`src/rtl/uart_tx.sv`:
```
// Buffered 8-bit UART transmitter: FIFO feeds a START/DATA/[PARITY]/STOP shifter, CLKS_PER_BIT clocks per bit.
// Define UART_TX_PARITY_EN to add an even-parity bit (8E1); otherwise the frame is 8N1.
module uart_tx #(
    parameter int CLKS_PER_BIT = 10,
    parameter int FIFO_DEPTH   = 4
) (
    input  logic       clk,
    input  logic       rst,
    input  logic [7:0] tx_data,
    input  logic       tx_write,
    output logic       tx_full,
    output logic       tx_busy,
    output logic       tx_done,
    output logic       tx_overflow,
    output logic       uart_out
);

    localparam int AW = $clog2(FIFO_DEPTH);
    localparam logic [AW:0] PTR_ONE  = {{AW{1'b0}}, 1'b1};
    localparam logic [15:0] BIT_LAST = 16'(CLKS_PER_BIT - 1);

    localparam logic [2:0] IDLE   = 3'd0;
    localparam logic [2:0] START  = 3'd1;
    localparam logic [2:0] DATA   = 3'd2;
`ifdef UART_TX_PARITY_EN
    localparam logic [2:0] PARITY = 3'd3;
`endif
    localparam logic [2:0] STOP   = 3'd4;

    logic [7:0]  mem [FIFO_DEPTH];
    logic [AW:0] wr_ptr;
    logic [AW:0] rd_ptr;
    logic        empty;
    logic        wr_en;
    logic        pop;
    logic [7:0]  head;

    logic [2:0]  state;
    logic [15:0] timer;
    logic [2:0]  bit_cnt;
    logic [7:0]  shreg;
    logic        timer_done;
    logic        line_next;
`ifdef UART_TX_PARITY_EN
    logic        par;
`endif

    // Extra pointer bit: equal low bits with differing MSB means full.
    assign empty   = (wr_ptr == rd_ptr);
    assign tx_full = (wr_ptr[AW] != rd_ptr[AW]) && (wr_ptr[AW-1:0] == rd_ptr[AW-1:0]);
    assign wr_en   = tx_write && !tx_full;
    assign head    = mem[rd_ptr[AW-1:0]];

    assign timer_done = (timer == 16'd0);
    assign pop        = !empty && ((state == IDLE) || (state == STOP && timer_done));
    assign tx_busy    = (state != IDLE) || !empty;

    always_ff @(posedge clk) begin
        if (wr_en) begin
            mem[wr_ptr[AW-1:0]] <= tx_data;
        end
    end

    always_comb begin
        line_next = 1'b1;
        case (state)
            START:   line_next = 1'b0;
            DATA:    line_next = shreg[0];
`ifdef UART_TX_PARITY_EN
            PARITY:  line_next = par;
`endif
            default: line_next = 1'b1;
        endcase
    end

    always_ff @(posedge clk or posedge rst) begin
        if (rst) begin
            wr_ptr      <= '0;
            rd_ptr      <= '0;
            state       <= IDLE;
            timer       <= '0;
            bit_cnt     <= '0;
            shreg       <= '0;
            tx_done     <= 1'b0;
            tx_overflow <= 1'b0;
            uart_out    <= 1'b1;
`ifdef UART_TX_PARITY_EN
            par         <= 1'b0;
`endif
        end else begin
            // Line is a one-cycle-delayed copy of the state's bit, keeping the pin purely registered.
            uart_out    <= line_next;
            tx_done     <= (state == STOP) && timer_done;
            tx_overflow <= tx_write && tx_full;
            if (wr_en) begin
                wr_ptr <= wr_ptr + PTR_ONE;
            end
            if (pop) begin
                rd_ptr  <= rd_ptr + PTR_ONE;
                shreg   <= head;
                state   <= START;
                timer   <= BIT_LAST;
                bit_cnt <= '0;
`ifdef UART_TX_PARITY_EN
                par     <= ^head;
`endif
            end else if (state != IDLE) begin
                if (!timer_done) begin
                    timer <= timer - 16'd1;
                end else begin
                    timer <= BIT_LAST;
                    case (state)
                        START: state <= DATA;
                        DATA: begin
                            if (bit_cnt == 3'd7) begin
`ifdef UART_TX_PARITY_EN
                                state <= PARITY;
`else
                                state <= STOP;
`endif
                            end else begin
                                bit_cnt <= bit_cnt + 3'd1;
                                shreg   <= {1'b0, shreg[7:1]};
                            end
                        end
`ifdef UART_TX_PARITY_EN
                        PARITY: state <= STOP;
`endif
                        STOP: begin
                            state <= IDLE;
                            timer <= '0;
                        end
                        default: begin
                            state <= IDLE;
                            timer <= '0;
                        end
                    endcase
                end
            end
        end
    end

endmodule

```
`config.mk`:
```
export PLATFORM = sky130hd
export DESIGN_NAME = uart_tx
export DESIGN_NICKNAME = d
export VERILOG_FILES = /design/src/rtl/uart_tx.sv
export SDC_FILE = /design/constraint.sdc
export NUM_CORES = 1
export LEC_CHECK = 0
export ABC_AREA = 1
export ABC_CLOCK_PERIOD_IN_PS = 1600
export BUFFER_PORTS_ARGS = -buffer_cell sky130_fd_sc_hd__buf_2
export CAP_MARGIN = 30
export CORE_UTILIZATION = 40
export CTS_BUF_LIST = sky130_fd_sc_hd__clkbuf_16
export DETAILED_ROUTE_END_ITERATION = 8
export HOLD_SLACK_MARGIN = 0.12
export PLACE_DENSITY = 0.63
export SYNTH_ARGS = -nofsm -noshare
export SYNTH_HDL_FRONTEND = slang
export SYNTH_SLANG_ARGS = --single-unit
```
`constraint.sdc`:
```
create_clock -name clk -period 1.6 [get_ports clk]
set_input_delay 0.08 -clock clk [delete_from_list [all_inputs] [get_ports clk]]
set_output_delay 0.08 -clock clk [all_outputs]
set_load 0.1 [all_outputs]
```
==> results.sh, run 1 <==
export IMPL_p_sw_share_pct=29.7
export IMPL_core_sq_um=8680
export IMPL_maxCapViolCount=0
export IMPL_dr_drc_count=0
export IMPL_antenna_found_initial=0
export IMPL_clock_skew_ns=0.00970
export IMPL_synth_top_cells_by_area="sky130_fd_sc_hd__edfxtp_1, sky130_fd_sc_hd__dfrtp_1, sky130_fd_sc_hd__nand2_1, sky130_fd_sc_hd__nor2_1, sky130_fd_sc_hd__inv_1"
export IMPL_layout_cell_share_with_drive_strength_beyond_1_pct=34.0
export IMPL_hold_ws_ns=0.240
export IMPL_cts_reportedPaths_clkPinSlew_ns=0.06
export IMPL_track_usage_pct=17.6
export IMPL_dp_hpwl_um=5020
export IMPL_mappedNetlistNets=409
export IMPL_layout_cell_area_non_filler_sq_um=4860
export IMPL_synth_avg_cell_area_sq_um=9.15
export IMPL_clock_power_share_pct=37.1
export IMPL_maxClockFrequency_mhz=573
export IMPL_min_period_over_period_pct=109
export IMPL_sequential_to_total_area_share_from_yosys_stat_pct=54.3
export IMPL_power_leakage_uw=0.00230
export IMPL_register_area_sq_um=1940
export IMPL_route_vias_total=2791
export IMPL_gr_total_overflow=0
export IMPL_clock_sinks=71
export IMPL_synth_top_area_share_pct=26.9
export IMPL_cts_htree_levels=3
export IMPL_depth_of_the_worst_register_to_register_path=10
export IMPL_synth_largest_area_cell="sky130_fd_sc_hd__edfxtp_1"
export IMPL_synth_cell_area_sq_um=3570
export IMPL_max_clock_path_buffers=2
export IMPL_slew_at_the_pin_with_the_worst_max_slew_slack_ns=0.530
export IMPL_start_kind="flop"
export IMPL_clock_tree_from_tritoncts="yes"
export IMPL_p_seq_share_pct=42.2
export IMPL_synthCells=390
export IMPL_cp_max_fo=3
export IMPL_nFillCells=732
export IMPL_ctsRootBufferMaster="sky130_fd_sc_hd__clkbuf_16"
export IMPL_ys_ff_latch=71
export IMPL_die_h_um=96.5
export IMPL_p_switching_uw=1550
export IMPL_globalplace_congestion=0.856
export IMPL_required_worst_endpoint_ns=1.52
export IMPL_grt_max_degree=40
export IMPL_cts_buffers=9
export IMPL_cp_end_kind="output pin"
export IMPL_drtIter0Drc=103
export IMPL_avgViaCountPerCell=4.71
export IMPL_worst_setup_path_type="flop to output pin"
export IMPL_max_slew_margin_rel_pct=64.7
export IMPL_cell_internal_pwr_uw=3680
export IMPL_antenna_cells=0
export IMPL_chipWidth_um=96.5
export IMPL_die_area_sq_um=9310
export IMPL_worst_skew_pair_late_latency_ns=0.34
export IMPL_hold_path_class="input port to flop"
export IMPL_fin_nets=499
export IMPL_pin_count=16
export IMPL_grt_first_pass_wirelength_um=12100
export IMPL_power_share_combinational_pct=20.7
export IMPL_run_status="finished, violations left"
export IMPL_multiInputGateArea_sq_um=1520
export IMPL_worst_path_arrival_ns=1.67
export IMPL_wl_um=7590
export IMPL_cell_depth_of_the_worst_hold_path=5
export IMPL_fin_crit_ns=1.75
export IMPL_areaGrowthSynthToFinish_pct=36.2
export IMPL_final_critical_path_setup_slack_ns=-0.146
export IMPL_most_common_layout_cells="sky130_fd_sc_hd__nand2_1, sky130_fd_sc_hd__buf_4, sky130_fd_sc_hd__inv_1, sky130_fd_sc_hd__nor2_1, sky130_fd_sc_hd__dfrtp_1"
export IMPL_ir_drop_uv=837
export IMPL_firstDrtPassIters=4
export IMPL_placement_rows=34
export IMPL_maxSlewViolCount=0
export IMPL_start_util_pct=41.1
export IMPL_violations="negative setup slack"
export IMPL_post_dp_cell_area_sq_um=4100
export IMPL_post_drt_wl_per_cell_um=12.8
export IMPL_layout_commonest_cell="sky130_fd_sc_hd__nand2_1"
export IMPL_ys_warnings_count=0
export IMPL_place_port_buffers=15
export IMPL_final_setup_viols=45
export IMPL_grt_pass1_vias=2697
export IMPL_p_per_area_nw_per_um2=1080
export IMPL_dp_slack_ns=-0.143
export IMPL_drt_antenna_violating_nets=0
export IMPL_rsz_0062_raised_after_global_routing="true"
export IMPL_total_power_uw=5230
export IMPL_timing_final_hold_violations=0
export IMPL_yosysUniqueCellTypes=35
[repair_timing]
item | 4_1_cts | 5_1_grt
gates cloned | 0 | 1
setup endpoints to repair | 28 | 65
endpoints found under the hold margin | 71 | 0
pin swaps | 4 | 18
buffers inserted | 2 | 14
hold buffers | 10 | 0
resized for setup | 10 | 59
[registers in the layout, indices dropped and copies added (netlist names)]
| name | count |
|---|---|
| tx_done | 1 |
| rd_ptr | 3 |
| timer | 16 |
| wr_ptr | 3 |
| shreg | 8 |
| mem | 32 |
| bit_cnt | 3 |
| uart_out | 1 |
| tx_overflow | 1 |
| state | 3 |
[cell families (layout without fill, tap and decap cells)]
logic type,count (synthesis),after routing,share of synthesized area (%)
xor+xnor,9,9,2.21
flops,71,71,54.3
buf+inv,64,158,8.45
fa+ha+maj,8,8,2.80
simple gates,197,198,26.4
compound gates,41,41,5.89
[cell usage after synthesis]
master	number
sky130_fd_sc_hd__inv_2	3
sky130_fd_sc_hd__nand3_1	21
sky130_fd_sc_hd__clkbuf_1	3
sky130_fd_sc_hd__a21oi_1	16
sky130_fd_sc_hd__nor3_4	1
sky130_fd_sc_hd__o21bai_1	1
sky130_fd_sc_hd__nand2_2	7
sky130_fd_sc_hd__dfrtp_1	38
sky130_fd_sc_hd__nor2_2	5
sky130_fd_sc_hd__dfstp_2	1
sky130_fd_sc_hd__nor3_1	6
sky130_fd_sc_hd__buf_4	1
sky130_fd_sc_hd__nor2_4	2
sky130_fd_sc_hd__nand4_1	4
sky130_fd_sc_hd__inv_4	1
sky130_fd_sc_hd__and3_1	1
sky130_fd_sc_hd__xor2_1	6
sky130_fd_sc_hd__nor2_1	53
sky130_fd_sc_hd__nor4_1	1
sky130_fd_sc_hd__nand2_1	82
sky130_fd_sc_hd__xnor2_1	3
sky130_fd_sc_hd__o22ai_1	2
sky130_fd_sc_hd__o21ai_0	20
sky130_fd_sc_hd__buf_6	5
sky130_fd_sc_hd__o21ai_1	2
sky130_fd_sc_hd__buf_12	1
sky130_fd_sc_hd__buf_2	1
sky130_fd_sc_hd__or2_4	1
sky130_fd_sc_hd__ha_1	8
sky130_fd_sc_hd__nand2_4	3
sky130_fd_sc_hd__inv_1	49
sky130_fd_sc_hd__nand3_2	8
sky130_fd_sc_hd__nor3b_1	1
sky130_fd_sc_hd__edfxtp_1	32
sky130_fd_sc_hd__nand3_4	1
[per-stage QoR]
step | utilization [%] | cells | setup TNS, ns
after detailed placement | 47.2 | 552 | -2.46
after global routing | 56.0 | 593 | -8.52
after global placement | 47.2 | 552 | -1.76
after CTS | 52.3 | 580 | -2.39
final | 56.0 | 593 | -2.55
after floorplan | - | 390 | -2.22
[power by group through the flow]
stage          clock [uW]  sequential [uW]  combinational [uW]
3_3_place_gp            0             2230                 857
6_report             1940             2210                1080
2_1_floorplan           0             2240                 468
4_1_cts              1990             2200                 932
3_5_place_dp            0             2230                 870
5_1_grt              2060             2220                1190
[routing by layer]
metal,GRT usage [%],up-vias,wire [um]
li1,-,1440,-
met1,21.4,1303,3420
met2,29.3,34,3860
met3,4.77,14,186
met4,7.60,0,119
met5,0,-,0
[final cells by class]
type                    instances  area share (%)
flip-flops and latches         71            39.9
multi-input cells             256            31.3
repair buffers                 89            15.8
clock buffers                   9            4.63
inverters                      53            4.30
well taps                     108            2.78
clock inverters                 7            1.31
[worst max-delay path, cell delays in order, from the launching register on]
cell and delay, ns:
sky130_fd_sc_hd__dfrtp_1 0.42, sky130_fd_sc_hd__inv_4 0.05, sky130_fd_sc_hd__nand2_2 0.06, sky130_fd_sc_hd__nand2_2 0.07, sky130_fd_sc_hd__nor2_4 0.10, sky130_fd_sc_hd__inv_1 0.05
sky130_fd_sc_hd__or2_4 0.25, sky130_fd_sc_hd__buf_6 0.13, sky130_fd_sc_hd__inv_4 0.05, sky130_fd_sc_hd__buf_12 0.16
[path summary, 6_finish.rpt]
path	from	endpoint	slack, ns
worst min register to register	shreg[2]	shreg[2]	0.48
worst max register to register	rd_ptr[1]	mem[1][5]	-0.08
max in group asynchronous	rst	state[0]	0.78
worst min-delay path	tx_write	wr_ptr[2]	0.24
worst max-delay path	rd_ptr[1]	tx_full	-0.15
min in group asynchronous	rst	shreg[5]	0.41
Note: power is estimated with default switching activity, not from simulation.
==> run 2: changes to the inputs <==
--- a/config.mk
+++ b/config.mk
@@ -6,7 +6,7 @@
 export NUM_CORES = 1
 export LEC_CHECK = 0
 export ABC_AREA = 1
-export ABC_CLOCK_PERIOD_IN_PS = 1600
+export ABC_CLOCK_PERIOD_IN_PS = 1540
 export BUFFER_PORTS_ARGS = -buffer_cell sky130_fd_sc_hd__buf_2
 export CAP_MARGIN = 30
 export CORE_UTILIZATION = 40
==> constraint.sdc (replaced) <==
create_clock -name clk -period 1.54 [get_ports clk]
set_input_delay 0.077 -clock clk [delete_from_list [all_inputs] [get_ports clk]]
set_output_delay 0.077 -clock clk [all_outputs]
set_load 0.1 [all_outputs]
==> run 2 against run 1 <==
Total power is 5.5% higher. The flow still finishes with violations (negative setup slack). Sequential share of layout area is 2.0 points lower. Critical path type unchanged. Combinational power is 12% higher. Global-route usage is 1.1 points higher. Core utilization is 2.9 points higher. Final area is 5.1% higher. Sequential cell count stayed put. Non-clock buffer count is 8 higher. First-iteration DRC count is 13% higher. Register-to-register slack worse by 0.09 ns.
==> results.sh, run 2 (synthesized netlist as in run 1, its figures left out) <==
export IMPL_wl_um=8070
export IMPL_run_status="finished, violations left"
export IMPL_start_kind="flop"
export IMPL_worst_setup_path_type="flop to output pin"
export IMPL_ir_drop_uv=950
export IMPL_firstDrtPassIters=4
export IMPL_worst_path_arrival_ns=1.64
export IMPL_die_area_sq_um=9310
export IMPL_maxSlewViolCount=0
export IMPL_chipWidth_um=96.5
export IMPL_timing_final_hold_violations=0
export IMPL_max_clock_path_buffers=2
export IMPL_cts_buffers=9
export IMPL_cts_htree_levels=3
export IMPL_maxClockFrequency_mhz=584
export IMPL_drt_antenna_violating_nets=0
export IMPL_max_slew_margin_rel_pct=64.4
export IMPL_final_setup_viols=46
export IMPL_clock_tree_from_tritoncts="yes"
export IMPL_most_common_layout_cells="sky130_fd_sc_hd__nand2_1, sky130_fd_sc_hd__buf_4, sky130_fd_sc_hd__inv_1, sky130_fd_sc_hd__nor2_1, sky130_fd_sc_hd__dfrtp_1"
export IMPL_start_util_pct=41.1
export IMPL_grt_max_degree=40
export IMPL_hold_path_class="input port to async pin"
export IMPL_cp_max_fo=3
export IMPL_layout_cell_share_with_drive_strength_beyond_1_pct=39.8
export IMPL_maxCapViolCount=0
export IMPL_worst_skew_pair_late_latency_ns=0.34
export IMPL_clock_skew_ns=0.00754
export IMPL_placement_rows=34
export IMPL_globalplace_congestion=0.802
export IMPL_power_leakage_uw=0.00240
export IMPL_dp_slack_ns=-0.349
export IMPL_dr_drc_count=0
export IMPL_grt_pass1_vias=2849
export IMPL_drtIter0Drc=116
export IMPL_antenna_cells=0
export IMPL_post_dp_cell_area_sq_um=4190
export IMPL_total_power_uw=5520
export IMPL_core_sq_um=8680
export IMPL_avgViaCountPerCell=4.78
export IMPL_grt_first_pass_wirelength_um=12900
export IMPL_fin_nets=507
export IMPL_ctsRootBufferMaster="sky130_fd_sc_hd__clkbuf_16"
export IMPL_cp_end_kind="output pin"
export IMPL_violations="negative setup slack"
export IMPL_required_worst_endpoint_ns=1.46
export IMPL_fin_crit_ns=1.71
export IMPL_cts_reportedPaths_clkPinSlew_ns=0.06
export IMPL_layout_cell_area_non_filler_sq_um=5110
export IMPL_track_usage_pct=18.7
export IMPL_p_per_area_nw_per_um2=1080
export IMPL_route_vias_total=2872
export IMPL_min_period_over_period_pct=111
export IMPL_dp_hpwl_um=5090
export IMPL_gr_total_overflow=0
export IMPL_rsz_0062_raised_after_global_routing="true"
export IMPL_pin_count=16
export IMPL_clock_sinks=71
export IMPL_post_drt_wl_per_cell_um=13.4
export IMPL_layout_commonest_cell="sky130_fd_sc_hd__nand2_1"
export IMPL_areaGrowthSynthToFinish_pct=43.2
export IMPL_largest_register_ff_count=32
export IMPL_place_port_buffers=15
export IMPL_antenna_found_initial=0
export IMPL_slew_at_the_pin_with_the_worst_max_slew_slack_ns=0.534
export IMPL_fin_setup_tns_ns=-3.89
export IMPL_die_h_um=96.5
export IMPL_final_critical_path_setup_slack_ns=-0.174
[run 2: cell types whose count changed in the layout (fill, tap and decap cells not counted), moves of 3 or more]
cell,change
sky130_fd_sc_hd__a21oi_1,-5
sky130_fd_sc_hd__a21oi_2,+4
sky130_fd_sc_hd__buf_4,+4
sky130_fd_sc_hd__inv_1,-3
sky130_fd_sc_hd__inv_2,+3
sky130_fd_sc_hd__nand2_1,-10
sky130_fd_sc_hd__nand2_2,+5
sky130_fd_sc_hd__nand2_4,+5
sky130_fd_sc_hd__nor2_1,-4
sky130_fd_sc_hd__nor3_2,-3
[run 2: per-layer routing]
metal  global-route usage, %  up-vias  share of wire, %  wire, um
li1                        -     1448                 -         -
met1                    21.1     1360                42      3390
met2                    33.9       46                53      4300
met3                    4.54       18               2.9       230
met4                    7.23        0               1.9       153
met5                       0        -                 0         0
[run 2: area by class of cell]
| type | count | area, sq um |
|---|---|---|
| Timing Repair inverter | 1 | 11.3 |
| Inverter | 53 | 216 |
| Timing Repair Buffer | 97 | 878 |
| Clock inverter | 7 | 63.8 |
| Clock buffer | 9 | 225 |
| Tap cell | 108 | 135 |
| Multi-Input combinational cell | 255 | 1640 |
| Fill cell | 733 | 3570 |
| Sequential cell | 71 | 1940 |
[run 2: metrics by stage]
step / cells / utilization, % / hold WS, ns
after floorplan: 390 / - / 0.176
final: 601 / 58.9 / 0.413
after detailed placement: 562 / 48.2 / 0.244
after global routing: 601 / 58.9 / 0.492
after global placement: 562 / 48.2 / 0.238
after CTS: 593 / 54.2 / 0.431
[run 2: repair_timing]
action | 4_1_cts | 5_1_grt
endpoints found under the hold margin | 71 | 0
hold buffers | 10 | 0
endpoints found under the setup margin | 66 | 69
cloned | 0 | 2
setup buffers | 5 | 10
resized for setup | 31 | 77
pin swaps | 9 | 23
[run 2: worst paths after layout]
path,start,endpoint,slack [ns],cells past startpoint
setup reg to reg,rd_ptr[0],mem[3][6],-0.17,11
max in group asynchronous,rst,state[1],0.74,4
min in group clk,shreg[3],shreg[3],0.48,2
hold / removal,rst,timer[14],0.41,4
setup / recovery,rd_ptr[0],tx_full,-0.17,9
hold reg to reg,shreg[3],shreg[3],0.48,2
[run 2: power by group]
part	internal (uW)	switching [uW]	total [uW]
sequential	2210	69.4	2280
clock	1130	899	2030
combinational	526	684	1210
total	3870	1650	5520
[run 2: critical path, stage by stage (launching register included)]
cell and delay (ns):
sky130_fd_sc_hd__dfrtp_1 0.41, sky130_fd_sc_hd__inv_2 0.06, sky130_fd_sc_hd__nand2_2 0.06, sky130_fd_sc_hd__nand2_2 0.07, sky130_fd_sc_hd__nor2_4 0.11, sky130_fd_sc_hd__inv_2 0.03
sky130_fd_sc_hd__or2_4 0.24, sky130_fd_sc_hd__buf_6 0.13, sky130_fd_sc_hd__inv_4 0.05, sky130_fd_sc_hd__buf_12 0.16
